`src/rtl/pixie_scanout_gen.sv`:
```
// Pixie-style raster back end: counters, frame-buffer fetch, serial video.
// Every output except the fetch strobe/address trails the counters by 2 ce.
module pixie_scanout_gen #(
  parameter int H_TOTAL     = 112,
  parameter int H_ACTIVE    = 64,
  parameter int HS_START    = 80,
  parameter int HS_WIDTH    = 12,
  parameter int V_TOTAL     = 262,
  parameter int V_ACTIVE    = 128,
  parameter int VS_START    = 182,
  parameter int VS_HEIGHT   = 16,
  parameter int LINE_REPEAT = 1
) (
  input  logic clk,
  input  logic reset,
  input  logic ce_pix,
  input  logic display_on,
  output logic fb_read_en,
  output logic [$clog2(H_ACTIVE/8)+$clog2(V_ACTIVE/LINE_REPEAT)-1:0] fb_addr,
  input  logic [7:0] fb_data,
  output logic video,
  output logic HSync,
  output logic VSync,
  output logic csync,
  output logic HBlank,
  output logic VBlank,
  output logic video_de,
  output logic frame_start
);

  localparam int HW    = $clog2(H_TOTAL);
  localparam int VW    = $clog2(V_TOTAL);
  localparam int BW    = $clog2(H_ACTIVE/8);
  localparam int RW    = $clog2(V_ACTIVE/LINE_REPEAT);
  localparam int FB_AW = BW + RW;
  localparam int LRW   = (LINE_REPEAT > 1) ? $clog2(LINE_REPEAT) : 1;

  logic [HW-1:0]    h;
  logic [VW-1:0]    v;
  logic [LRW-1:0]   lr;
  logic [RW-1:0]    row;
  logic             disp_q;
  logic             rd_q;
  logic [7:0]       sr;
  logic [6:0]       p1;
  logic [6:0]       p2;
  logic [FB_AW-1:0] addr;

  logic h_end, v_end, lr_end;
  logic h_act, v_act;
  logic hs_now, vs_now, fs_now;
  logic [6:0] now;

  assign h_end  = (h == HW'(H_TOTAL - 1));
  assign v_end  = (v == VW'(V_TOTAL - 1));
  assign lr_end = (lr == LRW'(LINE_REPEAT - 1));
  assign h_act  = (h < HW'(H_ACTIVE));
  assign v_act  = (v < VW'(V_ACTIVE));

  assign hs_now = (int'(h) >= HS_START) &&
                  (int'(h) < HS_START + HS_WIDTH);
  assign vs_now = (int'(v) >= VS_START) &&
                  (int'(v) < VS_START + VS_HEIGHT);
  assign fs_now = (h == '0) && (v == '0);

  assign now = {disp_q, fs_now, h_act & v_act,
                ~v_act, ~h_act, vs_now, hs_now};

  assign addr       = {row, h[BW+2:3]};
  assign fb_addr    = addr;
  assign fb_read_en = (h[2:0] == 3'd0) & h_act & v_act & disp_q;

  // disp_q resamples on the ce that enters (0,0), so it governs a whole frame
  always_ff @(posedge clk) begin
    if (reset) begin
      h      <= '0;
      v      <= '0;
      lr     <= '0;
      row    <= '0;
      disp_q <= 1'b0;
    end else if (ce_pix) begin
      h <= h_end ? '0 : h + 1'b1;
      if (h_end) begin
        v <= v_end ? '0 : v + 1'b1;
        if (v_end) begin
          lr     <= '0;
          row    <= '0;
          disp_q <= display_on;
        end else if (v_act) begin
          lr <= lr_end ? '0 : lr + 1'b1;
          if (lr_end)
            row <= row + 1'b1;
        end
      end
    end
  end

  always_ff @(posedge clk) begin
    if (reset) begin
      rd_q <= 1'b0;
      sr   <= '0;
      p1   <= '0;
      p2   <= '0;
    end else if (ce_pix) begin
      rd_q <= fb_read_en;
      if (h[2:0] == 3'd1)
        sr <= rd_q ? fb_data : 8'd0;
      else
        sr <= {sr[6:0], 1'b0};
      p1 <= now;
      p2 <= p1;
    end
  end

  assign HSync       = p2[0];
  assign VSync       = p2[1];
  assign HBlank      = p2[2];
  assign VBlank      = p2[3];
  assign video_de    = p2[4];
  assign frame_start = p2[5];
  assign csync       = p2[0] ^ p2[1];
  assign video       = sr[7] & p2[4] & p2[6];

endmodule

```
`config.mk`:
```
export PLATFORM = sky130hd
export DESIGN_NAME = pixie_scanout_gen
export DESIGN_NICKNAME = d
export VERILOG_FILES = /design/src/rtl/pixie_scanout_gen.sv
export SDC_FILE = /design/constraint.sdc
export NUM_CORES = 1
export LEC_CHECK = 0
export BUFFER_PORTS_ARGS = -buffer_cell sky130_fd_sc_hd__buf_2
export CAP_MARGIN = 30
export CORE_MARGIN = 5
export CORE_UTILIZATION = 55
export CTS_CLUSTER_SIZE = 40
export DETAILED_ROUTE_END_ITERATION = 7
export GPL_TIMING_DRIVEN = 0
export PLACE_DENSITY = 0.76
export SKIP_LAST_GASP = 1
export SLEW_MARGIN = 20
export SYNTH_ARGS = -nofsm -noshare
export SYNTH_HDL_FRONTEND = slang
export SYNTH_SLANG_ARGS = --single-unit
export TNS_END_PERCENT = 20
```
`constraint.sdc`:
```
create_clock -name clk -period 3.15 [get_ports clk]
set_input_delay 0.1575 -clock clk [delete_from_list [all_inputs] [get_ports clk]]
set_output_delay 0.1575 -clock clk [all_outputs]
set_load 0.05 [all_outputs]
```
== After elaboration in Yosys (flattened, before gate mapping) ==
Index checks and enable logic that the tools add are counted.

* $add $sub $neg: 4
* Magnitude comparators: 6
* Equal/unequal tests: 4
* Muxes and demuxes: 10
* Bitwise operators: 9
* Reductions and logical operators: 11

{| class="wikitable"
|+ Operators with widths
! operator !! count
|-
| $mux W7 || 4
|-
| $lt A9 B8 Y1 const B || 2
|-
| $mux W8 || 2
|-
| $add A7 B1 Y7 const B || 2
|-
| $lt A7 B7 Y1 const B || 2
|-
| $add A9 B1 Y9 const B || 1
|-
| $eq A9 B9 Y1 const B || 1
|-
| $ge A9 B8 Y1 const B || 1
|-
| $logic_not A9 Y1 || 1
|-
| $mux W9 || 1
|-
| $eq A7 B7 Y1 const B || 1
|-
| $ge A7 B7 Y1 const B || 1
|-
| $logic_not A7 Y1 || 1
|-
| $and A1 B1 Y1 || 6
|-
| $reduce_and A3 Y1 || 2
|-
| $reduce_and A4 Y1 || 1
|-
| $eq A3 B1 Y1 const B || 1
|-
| $logic_and A1 B1 Y1 || 3
|-
| $logic_not A3 Y1 || 1
|-
| $mux W1 || 3
|-
| $ne A2 B1 Y1 const B || 1
|-
| $not A1 Y1 || 2
|-
| $reduce_and A2 Y1 || 1
|-
| $reduce_bool A2 Y1 || 1
|-
| other kinds (2) || 2
|}

* Register bits after elaboration: 48
* Input bits: 12
* Output and inout port bits: 19

== Depth between registers and ports, before layout ==
Gate-level depths: netlist (run 1).

* Depth after elaboration: 4
* Depth in mapped cells: 6
* Depth with buffers taken out: 6

== Least setup slack after synthesis (run 1) ==
No wires, ideal clock.

* Path kind: reg-to-output
* Start point: reg p2[0]
* End point: out csync
* Data arrival time: 1.457 ns
* Path slack: 1.535 ns
* Cell stages (with the launch flop): 2
* Path buffers: 0
* Cells stage by stage: dfxtp_1 xor2_1

* Word-level cells in the longest chain between the ends: 1

{| class="wikitable"
|+ RTL lines
! what !! RTL line !! RTL
|-
| start: declaration || 46 || <nowiki>logic [6:0] p2;</nowiki>
|-
| start signal: assignment || 111 || <nowiki>p2 <= p1;</nowiki>
|-
| $xor A1 B1 Y1 || 121 || <nowiki>assign csync = p2[0] ^ p2[1];</nowiki>
|-
| end: declaration || 24 || <nowiki>output logic csync,</nowiki>
|}

No other way between the ends.

== Worst setup path in the final report (run 1) ==
* Start point: reg v[7]
* End point: out fb_read_en

* Word-level cells in the longest chain between the ends: 3

{| class="wikitable"
|+ RTL lines
! what !! RTL line !! RTL
|-
| start: declaration || 39 || <nowiki>logic [VW-1:0] v;</nowiki>
|-
| start signal: assignment || 84 || <nowiki>v <= v_end ? '0 : v + 1'b1;</nowiki>
|-
| $lt A9 B8 Y1 || 58 || <nowiki>assign v_act = (v < VW'(V_ACTIVE));</nowiki>
|-
| $and A1 B1 Y1 (2 in a row) || 71 || <nowiki>assign fb_read_en = (h[2:0] == 3'd0) & h_act & v_act & disp_q;</nowiki>
|-
| end: declaration || 18 || <nowiki>output logic fb_read_en,</nowiki>
|}

No other way between the ends.

==> results.cfg, run 1 <==
[power]
irDropWorstVdd_mv = 0.190
power_leakage_nw = 1.08
power_density_nw_per_um2 = 405

[floorplanning]
io_pins = 31
die_h_um = 74.7
rows = 23
die_w_um = 74.7
core_region_area_um2 = 4030
die-area_um2 = 5570
initial_core_util_pct = 57.1

[yosys]
syn_avg_cell_area_um2 = 8.74
yosysTopAreaCell = dfxtp_1
synthArstFlopShare_pct = 0
yosys_warnings = 0
synth_compound_area_share_pct = 10.5
ys_seq_area_share_pct = 40.9
synth_top_area_share_pct = 40.9
synth-simple-area-share_pct = 30.1
yosys-mux-area-fraction_pct = 5.22
synth_enable_flop_cells = 0
synth-adder-area-share_pct = 3.81
yosys-top-cells-area = dfxtp_1, nor2_1, mux2i_1, nand2_1, a311oi_1
synthesis.nets = 282
synth.most_common_cell = dfxtp_1
ys_ff_latch = 47
synthXorXnorAreaFrac_pct = 4.19
synth_top_family_by_area = simple AND/OR/NAND/NOR gates
synthDistinctLibCells = 41
synth_common_cells = dfxtp_1, nor2_1, nand2_1
synth_flop_cell = dfxtp_1
netlist_area_um2 = 2300
synth_cells = 263

[placement]
dp_hpwl_um = 3600
port_buffers = 29
routabilityCongestion = 0.844

[sta]
slew_violations = 0
finalCriticalPeriod_ps = 1930
worst_pin_slew_ps = 540
skew_ps = 9.05
setup_violations = 0
max-slew-margin-rel_pct = 64.0
max_freq_mhz = 518
rsz0062_at_grt = no
setup_tns_ps = 0
hold_viol_final = 0
min_period_over_period_pct = 61.3

[route]
antenna_left = 0
wl_um = 4920
vias = 1966
drc = 0
drtIter0Drc = 111
avgRoutedWirePerCell_um = 14.0
dr.pass1.iters = 4
vias_per_cell = 5.62

[global_route]
grt_pass1_wl_um = 8590
grt_pass1_vias = 1865
antenna_found_initial = 0
grt_usage_pct = 19.7
grt_max_degree = 15
overflow = 0

[worst_setup_path]
crit_required_ps = 2990
cp_slowest_stage_delay_ps = 370
crit_arrival_ps = 1770
critPathLaunchType = flip-flop
endpoint_kind = output port
crit_type = flip-flop to output port
cp_cell_sequence = or2_1, buf_6, nor4b_4, and2_1, buf_2
crit_fanout = 7
r2r_slack_ps = 1340
slowest_stage = dfxtp_1

[clocking]
insertion_delay_ps = 300
ctsHoldBuffers = 0
clk_transition_reported_paths_ps = 90
clk_root_buffer_cell = clkbuf_8
numCtsBuffers = 5
cts_sinks = 47
cts_setup_buffers = 0
clockBufferDepth = 2
htree_levels = 2
ctsResizeCount = 0
cts_tree = yes

[cells_and_area]
num_antenna_cells = 0
layout.nets = 318
fin_util_pct = 64.3
drive_above_1_share_pct = 18.0
syn_to_final_growth_pct = 12.7

[job]
maxCapViolations = 0

[hold_path]
hp-class = input port to flip-flop

[outcome]
outcome = completed
worst paths after layout:
| path | start | to | cells past startpoint |
|---|---|---|---|
| max | v[7]$_SDFFE_PP0P_ | fb_read_en | 5 |
| min | display_on | disp_q$_SDFFE_PP0P_ | 3 |
| max reg2reg | h[0]$_SDFFE_PP0P_ | v[8]$_SDFFE_PP0P_ | 5 |
| min reg2reg | p1[0]$_SDFFE_PP0P_ | p1[0]$_SDFFE_PP0P_ | 2 |
area by class of cell:
cell class	instances	area, um^2
inverter	6	22.5
clock inverter	2	12.5
clock buffer	6	72.6
timing repair buffer	29	145
multi-input combinational	191	1240
tap	50	62.6
fill	376	1440
sequential	47	941
buffer	19	98.8
sequential cells by signal (all words and copies together), names as in the netlist:
signal  count
disp_q      1
h           7
p1          7
p2          7
rd_q        1
row         7
sr          8
v           9
critical path, delay by kind of cell, from the launching register on:
family / cells / cell delay, ps
AND/OR/NAND/NOR: 3 / 700
flip-flops: 1 / 370
buffers and inverters: 2 / 400
cell families after synthesis:
group | after synthesis
mux | 12
simple gates | 125
flops | 47
fa+ha+maj | 7
compound gates | 36
xor+xnor | 11
buf+inv | 25
routing by layer:
metal | up-vias | GRT usage, % | routed length, um
li1 | 996 | - | -
met1 | 934 | 26.5 | 2360
met2 | 31 | 32.8 | 2340
met3 | 5 | 4.01 | 186
met4 | 0 | 4.55 | 31
met5 | - | 0 | 0
power by group:
part           internal [mW]  switching [mW]  leakage [nW]
sequential             0.606         0.00811         0.381
combinational         0.0306          0.0489         0.660
clock                  0.155           0.201        0.0412
metrics by stage:
step | hold slack [ps] | area (um^2) | cells | total power, mW | setup WS [ps]
floorplan | 308 | 2300 | 263 | 0.682 | 1540
global placement | 431 | 2510 | 342 | 0.704 | 1380
detailed placement | 443 | 2510 | 342 | 0.707 | 1350
CTS | 118 | 2590 | 350 | 1.06 | 1200
global route | 124 | 2590 | 350 | 1.10 | 1140
finish | 128 | 2590 | 350 | 1.05 | 1220
placed cells by master, fill, tap and decap left out, types with 2 or more instances in the layout:
master	netlist	layout
nand2_1	24	24
xor2_1	4	4
nor4_1	4	4
clkbuf_1	10	11
nand3_1	16	16
mux2i_1	12	12
and3_1	6	6
nor2_1	34	34
ha_1	7	7
a311oi_1	10	10
o21ai_0	3	3
a21oi_1	17	17
buf_4	4	4
nor2b_1	2	2
o221ai_1	2	2
nand2b_1	9	9
clkbuf_8	0	5
xnor2_1	7	7
or2_2	2	2
dfxtp_1	47	47
inv_1	6	6
nor3_1	8	8
nand4_1	7	7
buf_2	4	33
No activity file was read; power rests on OpenSTA's default activity.
==> run 2: changes to the inputs <==
Settings changed: ABC_AREA set to 1, PLACE_DENSITY 0.76 to 0.75.
Clock period 3.15 ns to 1.97 ns, I/O delays scaled along.
==> run 2 against run 1 <==
  * Sequential power grew 62%
  * Worst setup slack lost 1000 ps
  * Die area grew 4.1%
  * Count of clock-buffer cells in the layout shrank 1
  * Synthesized area grew 4.7%
  * Total power grew 82%
  * Critical path depth grew 1
  * Sequential share of layout area shrank 1.9 points
  * Critical path type unchanged
  * Combinational power grew 110%
  * First-iteration DRC count shrank 31%
==> results.cfg, run 2 <==
[sta]
rsz0062_at_grt = no
slew_violations = 0
holdWs_ps = 52.8
max-slew-margin-rel_pct = 61.6
setup_tns_ps = 0
setup_violations = 0
finalCriticalPeriod_ps = 1790
min_period_over_period_pct = 91.1
finalWorstSetupSlack_ps = 175
hold_viol_final = 0
max_freq_mhz = 557
worst_pin_slew_ps = 576
skew_ps = 5.45

[global_route]
antenna_found_initial = 0
overflow = 0
grt_pass1_wl_um = 9370
grt_pass1_vias = 2061
grt_usage_pct = 19.1
grt_max_degree = 17

[route]
avgRoutedWirePerCell_um = 12.4
top_layer = met4
antenna_left = 0
dr.pass1.iters = 4
met3WireLength_um = 208
vias_per_cell = 5.21
wl_um = 5350
drtIter0Drc = 77
drc = 0
met1Wirelength_um = 2640
routed-wl-met2_um = 2420
vias = 2255

[floorplanning]
die-area_um2 = 5800
io_pins = 31
rows = 24
core_region_area_um2 = 4290
initial_core_util_pct = 56.1
die_h_um = 76.2
die_w_um = 76.2

[cells_and_area]
final_common_cell = nand2_1
largest_reg_flops = 9
syn_to_final_growth_pct = 13.6
fin_util_pct = 63.7
regMostFlops = v
final_cell_mix = nand2_1, dfxtp_1, inv_1, nor2_1, o21ai_0
fin_cells = 433
num_antenna_cells = 0
layout.nets = 399
reg.largest.list = v x9, sr x8
drive_above_1_share_pct = 15.5
nFillCells = 408

[worst_setup_path]
endpoint_kind = output port
crit_type = flip-flop to output port
reg2reg_from = h[0]$_SDFFE_PP0P_
timing.rr.end = row[6]$_SDFFE_PP0P_
crit_required_ps = 1870
crit_fanout = 4
crit_arrival_ps = 1700
critPathLaunchType = flip-flop
reg2reg_depth = 7
r2r_slack_ps = 520

[placement]
port_buffers = 29
routabilityCongestion = 0.861
post-place-cells = 425
dp_hpwl_um = 3900
dp_worst_setup_slack_ps = 534

[clocking]
ctsResizeCount = 0
clockBufferDepth = 2
ctsHoldBuffers = 0
cts_tree = yes
numCtsBuffers = 5
clk_root_buffer_cell = clkbuf_8
htree_levels = 2
insertion_delay_ps = 310
cts_sinks = 47
cts_setup_buffers = 0
clk_transition_reported_paths_ps = 90

[power]
power_density_nw_per_um2 = 698
power_leakage_nw = 1.28
irDropWorstVdd_mv = 0.396

[outcome]
outcome = completed

[yosys]
synthesis.nets = 363
synthArstFlopShare_pct = 0
ys_seq_area_share_pct = 39.1
synth_flop_cell = dfxtp_1
synthDistinctLibCells = 32
netlist_area_um2 = 2410
synth_common_cells = nand2_1, dfxtp_1, inv_1
syn_avg_cell_area_um2 = 7.00
yosysTopAreaCell = dfxtp_1
synth_cells = 344
synth_enable_flop_cells = 0
yosys-top-cells-area = dfxtp_1, nand2_1, o21ai_0, a21oi_1, nand3_1
ys_ff_latch = 47
synth.most_common_cell = nand2_1
synth_top_area_share_pct = 39.1
yosys_warnings = 0

[hold_path]
min-delay-start = fb_data[0]
worstHoldPathCells = 3
whs_endpoint = sr[0]$_SDFFE_PP0P_
hp-class = input port to flip-flop

[job]
maxCapViolations = 0
-- run 2: cell types whose count changed after synthesis, sizes merged, moves of 6 or more --
cell	delta
a311oi	-10
nand2b	-9
nor3	-6
nand2	+56
nand3	+16
inv	+34
o21ai	+29
mux2i	-12
a21oi	+14
xnor2	-7
-- run 2: power by group --
part	switching, mW	internal, mW
sequential	0.0162	0.980
clock	0.356	0.385
combinational	0.118	0.0521
total	0.491	1.42
-- run 2: how the worst max path moves through the flow --
stage	cells after the start	start	slack, ps	endpoint
floorplan	7	row[0]$_SDFFE_PP0P_	360	row[6]$_SDFFE_PP0P_
global placement	6	h[1]$_SDFFE_PP0P_	540	fb_read_en
detailed placement	7	h[0]$_SDFFE_PP0P_	530	row[6]$_SDFFE_PP0P_
CTS	6	h[1]$_SDFFE_PP0P_	180	fb_read_en
global route	5	v[8]$_SDFFE_PP0P_	80	fb_read_en
finish	6	h[1]$_SDFFE_PP0P_	180	fb_read_en
-- run 2: layer usage --
layer,vias up,GRT usage (%)
met1,1021,25.1
met3,8,3.90
met2,43,31.3
li1,1183,-
met4,0,5.94
met5,-,0
-- run 2: cells by family (layout without fill, tap and decap cells) --
| group | Yosys count | count (layout) | synth area share (%) |
|---|---|---|---|
| compound gates | 66 | 66 | 14.1 |
| xor+xnor | 4 | 4 | 1.46 |
| simple gates | 166 | 166 | 32.2 |
| buf+inv | 54 | 91 | 9.51 |
| fa+ha+maj | 7 | 7 | 3.64 |
| flops | 47 | 47 | 39.1 |
-- run 2: cell type report --
type | count | area (um^2) | area share, %
clock inverters | 3 | 47.5 | 1.74
well taps | 52 | 65.1 | 2.38
plain buffers | 14 | 78.8 | 2.88
flip-flops and latches | 47 | 941 | 34.4
multi-input cells | 243 | 1240 | 45.3
inverters | 40 | 150 | 5.49
repair buffers | 29 | 145 | 5.31
clock buffers | 5 | 68.8 | 2.52
-- run 2: stage by stage --
stage	area (um^2)	power, mW
final	2730	1.91
after global routing	2730	1.99
after CTS	2730	1.92
after detailed placement	2620	1.19
after global placement	2620	1.18
after floorplan	2410	1.14
-- run 2: critical path, stage by stage, from the launching register on --
cell,delay [ps]
dfxtp_1,330
inv_1,130
ha_1,160
nand2_1,70
or3_1,380
inv_1,60
buf_2,250
